$ cat src/rtl/hazard_pipe_pkg.sv
// Shared constants and helpers for the hazard/forwarding unit.
// Stage entries carry a destination register and its remaining Tnew.
package hazard_pipe_pkg;

   localparam logic [1:0] FWD_RF    = 2'd0;
   localparam logic [1:0] FWD_E     = 2'd1;
   localparam logic [1:0] FWD_M     = 2'd2;
   localparam logic [1:0] FWD_W     = 2'd3;
   localparam logic [1:0] TUSE_NONE = 2'd3;
   localparam logic [1:0] TNEW_LOAD = 2'd2;
   localparam logic [1:0] TNEW_ALU  = 2'd1;

   function automatic logic [1:0] tnew_dec(input logic [1:0] tnew);
      return (tnew == 2'd0) ? 2'd0 : tnew - 2'd1;
   endfunction

   // A source stalls if a younger producer will not have its result by the time it is used.
   function automatic logic src_hz(input logic [4:0] src, input logic [1:0] tuse,
                                   input logic [4:0] e_a3, input logic [1:0] e_tnew,
                                   input logic [4:0] m_a3, input logic [1:0] m_tnew);
      return (src != 5'd0) &&
             (((e_a3 == src) && (e_tnew > tuse)) || ((m_a3 == src) && (m_tnew > tuse)));
   endfunction

   function automatic logic [1:0] fwd_sel(input logic [4:0] src,
                                          input logic [4:0] e_a3, input logic [1:0] e_tnew,
                                          input logic [4:0] m_a3, input logic [1:0] m_tnew,
                                          input logic [4:0] w_a3);
      if (src == 5'd0)                            return FWD_RF;
      else if ((e_a3 == src) && (e_tnew == 2'd0)) return FWD_E;
      else if ((m_a3 == src) && (m_tnew == 2'd0)) return FWD_M;
      else if (w_a3 == src)                       return FWD_W;
      else                                        return FWD_RF;
   endfunction

endpackage

$ cat src/rtl/hz_stage_reg.sv
// One tracked pipeline stage entry: destination register plus remaining Tnew.
// Bubble and flush both load an empty entry; reset overrides everything.
module hz_stage_reg
   import hazard_pipe_pkg::*;
(
   input  logic       clk,
   input  logic       reset,
   input  logic       i_bubble,
   input  logic       i_dec,
   input  logic       i_flush,
   input  logic [4:0] i_a3,
   input  logic [1:0] i_tnew,
   output logic [4:0] o_a3,
   output logic [1:0] o_tnew
);

   logic [4:0] r_a3;
   logic [1:0] r_tnew;

   always_ff @(posedge clk) begin
      if (reset || i_flush || i_bubble) begin
         r_a3   <= 5'd0;
         r_tnew <= 2'd0;
      end else begin
         r_a3   <= i_a3;
         r_tnew <= i_dec ? tnew_dec(i_tnew) : i_tnew;
      end
   end

   assign o_a3   = r_a3;
   assign o_tnew = r_tnew;

endmodule

$ cat src/rtl/hazard_pipe.sv
// Tnew/Tuse hazard unit: tracks E/M/W destinations, raises stall, selects forwards
// and counts stall cycles with saturation.
module hazard_pipe
   import hazard_pipe_pkg::*;
(
   input  logic        clk,
   input  logic        reset,
   input  logic [4:0]  d_a3,
   input  logic [1:0]  d_tnew,
   input  logic [4:0]  d_rs,
   input  logic [4:0]  d_rt,
   input  logic [1:0]  d_tuse_rs,
   input  logic [1:0]  d_tuse_rt,
   input  logic        d_is_md,
   input  logic        md_busy,
   input  logic        flush,
   output logic        stall,
   output logic [1:0]  fwd_rs,
   output logic [1:0]  fwd_rt,
   output logic [4:0]  e_a3,
   output logic [4:0]  m_a3,
   output logic [4:0]  w_a3,
   output logic [1:0]  e_tnew,
   output logic [1:0]  m_tnew,
   output logic [31:0] stall_cnt
);

   logic        w_rs_hz;
   logic        w_rt_hz;
   logic        w_md_hz;
   logic [4:0]  r_w_a3;
   logic [31:0] r_stall_cnt;

   always_comb begin
      w_rs_hz = src_hz(d_rs, d_tuse_rs, e_a3, e_tnew, m_a3, m_tnew);
      w_rt_hz = src_hz(d_rt, d_tuse_rt, e_a3, e_tnew, m_a3, m_tnew);
      w_md_hz = d_is_md && md_busy;
      stall   = w_rs_hz || w_rt_hz || w_md_hz;
      fwd_rs  = fwd_sel(d_rs, e_a3, e_tnew, m_a3, m_tnew, r_w_a3);
      fwd_rt  = fwd_sel(d_rt, e_a3, e_tnew, m_a3, m_tnew, r_w_a3);
   end

   hz_stage_reg u_e_stage (
      .clk      (clk),
      .reset    (reset),
      .i_bubble (stall),
      .i_dec    (1'b0),
      .i_flush  (flush),
      .i_a3     (d_a3),
      .i_tnew   (d_tnew),
      .o_a3     (e_a3),
      .o_tnew   (e_tnew)
   );

   hz_stage_reg u_m_stage (
      .clk      (clk),
      .reset    (reset),
      .i_bubble (1'b0),
      .i_dec    (1'b1),
      .i_flush  (flush),
      .i_a3     (e_a3),
      .i_tnew   (e_tnew),
      .o_a3     (m_a3),
      .o_tnew   (m_tnew)
   );

   always_ff @(posedge clk) begin
      if (reset || flush) r_w_a3 <= 5'd0;
      else                r_w_a3 <= m_a3;
   end

   always_ff @(posedge clk) begin
      if (reset)                                       r_stall_cnt <= 32'd0;
      else if (stall && !flush && (r_stall_cnt != '1)) r_stall_cnt <= r_stall_cnt + 32'd1;
   end

   assign w_a3      = r_w_a3;
   assign stall_cnt = r_stall_cnt;

endmodule

$ cat config.mk
export PLATFORM = sky130hd
export DESIGN_NAME = hazard_pipe
export DESIGN_NICKNAME = d
export VERILOG_FILES = /design/src/rtl/hazard_pipe_pkg.sv /design/src/rtl/hz_stage_reg.sv /design/src/rtl/hazard_pipe.sv
export SDC_FILE = /design/constraint.sdc
export NUM_CORES = 1
export LEC_CHECK = 0
export CAP_MARGIN = 20
export CORE_ASPECT_RATIO = 0.75
export CORE_MARGIN = 2
export CORE_UTILIZATION = 40
export CTS_BUF_LIST = sky130_fd_sc_hd__clkbuf_8
export DETAILED_ROUTE_END_ITERATION = 16
export GPL_TIMING_DRIVEN = 0
export PLACE_DENSITY_LB_ADDON = 0.05
export SYNTH_ARGS = -nofsm -noshare
export SYNTH_HDL_FRONTEND = slang
export SYNTH_SLANG_ARGS = --single-unit
export TNS_END_PERCENT = 5
$ cat constraint.sdc
create_clock -name clk -period 7.18 [get_ports clk]
set_clock_uncertainty 0.05 [all_clocks]
set_input_delay 0.718 -clock clk [delete_from_list [all_inputs] [get_ports clk]]
set_output_delay 0.718 -clock clk [all_outputs]
set_load 0.1 [all_outputs]
==> summary.md <==
| Metric | Value |
|---|---|
| CP Cell Sequence | clkdlybuf4s50_1 -> or4_1 -> nor2_2 -> a211oi_1 -> a222oi_1 -> nand2_1 -> clkdlybuf4s50_1 |
| Path type of the worst setup path | input pin to output port |
| Critical Path Slowest Stage Cell | clkdlybuf4s50_1 |
| Worst rel slew slack | 34.73% |
| Clock sink total | about 50 |
| Crit path launch type | input pin |
| Sequential fraction of the synthesis area | 34.63% |
| Die footprint | 0.008079 sq mm |
| Antenna viol nets, final | 0 |
| Worst Path Max Fanout | 5 |
| Row cnt | 27 |
| Leak pwr | 1.360 nW |
| ANT cells | 0 |
| Antenna violations before repair | 0 |
| Pwr/cell area | 149.9 mW/mm^2 |
| Post-synth top flop | dfxtp_1 |
| Synthesis-to-finish area growth | 35.27% |
| Die X | between 100 and 150 microns |
| Post-layout net count | roughly 470 |
| Initial core utilization | 40.78% |
| DP Wirelength | 6.187 mm |
| Detailed-router iteration count before antenna repair | 5 |
| Setup crit end kind | output port |
| Clock latency at the later pin of the worst-skew pair | 0.31 ns |
| Uppermost layer routed | met4 |
| RSZ-0062 raised after global routing | false |
| Non-Filler Instances | 534 |
| I/O Buffers | 80 |
| Placer Congestion | between 0.8 and 0.9 |
| Post-CTS Hold Buffers | 0 |
| Worst path max stage delay | 0.99 ns |
| Total track usage | 20.93% |
| Fmax | 219.3 MHz |
| Syn Nets | between 300 and 400 |
| Most common cell after layout, fill and taps aside | clkdlybuf4s50_1 |
| Hold crit path type | flop to flop |
| Vias in the first global route | ~2600 |
| Most frequent cells in the layout | clkdlybuf4s50_1, dfxtp_1, nor2_1, a21oi_1, nand3_1 |
| Clock slew at reported path FFs | about 0.090 ns |
| Io pins | 82 |
| DR vias | 2892 |
| DRT iter0 DRCs | 200 |
| H-tree depth | 2 |
| Final min period | around 4.6 ns |
| Data required, critical path | 6.41 ns |
| Cell family with the largest share of critical-path delay | buffers and inverters |
| Met1 WL | 4.137 mm |
| Yosys warnings | 0 |
| TritonCTS clock tree | done |
| Worst path arrival time | 3.79 ns |
| Core ar. | 0.007229 sq mm |
| Total CTS buffers | 5 |
| DR vias/cell | 5.416 |
| Setup TNS | 0 ns |
| Met2 WL post-DR | roughly 3.5 mm |
| Crit-path most repeated cell | clkdlybuf4s50_1 |
| Worst slew pin tran | slightly below 1 ns |
| Async SR Flop Fraction | 0% |
| Worst path bufs/invs | 2 |
| Netlist cell types | 43 |
| Cts repair resizes | 0 |
| Final worst-path cycle share | 63.50% |
| Gr ovfl total | 0 |
| Status | finished clean |
| Slew Viols, Final | 0 |
| Share of cells above drive strength 1 | 6.467% |
| Largest net degree at the start of global routing | 17 |
| Root buf cell | clkbuf_8 |
| Mapped Area | 0.002948 sq mm |
| Drt total wl | 8.189 mm |
| Peak supply drop | 0.08629 mV |
| Residual DRC | 0 |
| Die height | 78.35 microns |
| Wire length per cell | approximately 15 microns |
| Avg Inst Size Synth | 8.544 sq um |
| Synthesis-stage register bit count | 51 |
| Fin. Hold Viols | 0 |
| Worst-case clock buffer depth | 2 |
| Routed wl met3 | 528 microns |
| EDFF count, synth | 0 |
| Placed insts | 526 |
| Final Setup Violations | 0 |
| First-pass GRT wire length | ~13 mm |
| Setup bufs post-CTS | 0 |
| Maxcap violations | 0 |
| Gate Count Post-Synth | about 350 |
[stage by stage]
| step | power (mW) | cell area [sq um] | utilization [%] | hold WS, ns | setup WS (ns) |
|---|---|---|---|---|---|
| after floorplan | 0.3609 | 2948 | - | 0.7451 | 2.515 |
| after global placement | 0.3972 | 3875 | 53.60 | 0.4064 | 2.585 |
| after detailed placement | 0.3980 | 3875 | 53.60 | 0.4051 | 2.606 |
| after CTS | 0.6012 | 3988 | 55.16 | 0.4274 | 2.602 |
| after global routing | 0.6220 | 3988 | 55.16 | 0.4498 | 2.414 |
| final | 0.5977 | 3988 | 55.16 | 0.4220 | 2.621 |
[layout make-up]
type	count	area [sq um]
Clock buffer	5	68.82
Timing Repair Buffer	80	800.8
Multi-Input combinational cell	261	1762
Buffer	13	90.09
Inverter	20	75.07
Clock inverter	3	43.79
Fill cell	707	3242
Sequential cell	51	1021
Tap cell	101	126.4
[cell usage after synthesis (3+ instances only)]
library cell | instances | area, sq um
a21bo_2 | 3 | 30.03
a21oi_1 | 25 | 125.1
and2_1 | 13 | 81.33
and3_1 | 3 | 18.77
and4_1 | 4 | 35.03
buf_6 | 4 | 45.04
clkbuf_1 | 8 | 30.03
dfxtp_1 | 51 | 1021
ha_1 | 10 | 125.1
inv_1 | 20 | 75.07
mux2_4 | 7 | 105.1
nand2_1 | 21 | 78.83
nand2b_1 | 6 | 37.54
nand3_1 | 22 | 110.1
nand3b_1 | 3 | 22.52
nand4_1 | 7 | 43.79
nor2_1 | 25 | 93.84
nor2b_1 | 9 | 56.30
nor3_1 | 8 | 40.04
nor4_1 | 5 | 31.28
nor4b_1 | 3 | 26.28
o21ai_1 | 4 | 20.02
o31ai_1 | 13 | 97.59
or3_1 | 4 | 25.02
or4_1 | 15 | 112.6
xnor2_1 | 21 | 183.9
xor2_1 | 10 | 87.58
[registers in the layout, summed over array words and instances, names as in the netlist]
signal	cells
u_m_stage.o_tnew	2
stall_cnt	32
u_e_stage.o_tnew	2
u_e_stage.o_a3	5
w_a3	5
u_m_stage.o_a3	5
[final timing paths]
kind,from,endpoint,slack [ns],cells after the start
min,u_e_stage.o_tnew[0]$_SDFF_PP0_,u_m_stage.o_tnew[0]$_SDFF_PP0_,0.42,1
max reg2reg,stall_cnt[0]$_SDFFE_PP0P_,stall_cnt[13]$_SDFFE_PP0P_,4.19,9
max,d_rt[1],stall,2.62,7
min reg2reg,u_e_stage.o_tnew[0]$_SDFF_PP0_,u_m_stage.o_tnew[0]$_SDFF_PP0_,0.42,1
[power breakdown]
| part | switching, mW | total (mW) | leakage (nW) | internal, mW |
|---|---|---|---|---|
| sequential | 0.00356 | 0.289 | 0.412 | 0.286 |
| clock | 0.102 | 0.206 | 0.0581 | 0.104 |
| combinational | 0.0652 | 0.103 | 0.890 | 0.0373 |
[kinds of logic (layout without fill, tap and decap cells)]
| group | count (synthesis) | after routing | share of synthesized area (%) |
|---|---|---|---|
| AO/OA/AOI/OAI | 61 | 61 | 14.09 |
| flip-flops | 51 | 51 | 34.64 |
| XOR/XNOR | 31 | 31 | 9.211 |
| buffers and inverters | 33 | 121 | 5.602 |
| AND/OR/NAND/NOR | 151 | 151 | 28.31 |
| adder cells (fa/ha/maj) | 10 | 10 | 4.244 |
| multiplexers | 8 | 8 | 3.905 |
[layer usage]
metal,track usage (%),up-vias
met4,3.158,0
met2,30.19,101
met1,33.06,1361
met5,0,-
li1,-,1426
met3,3.117,4
Power figures use the tool's default switching activity.
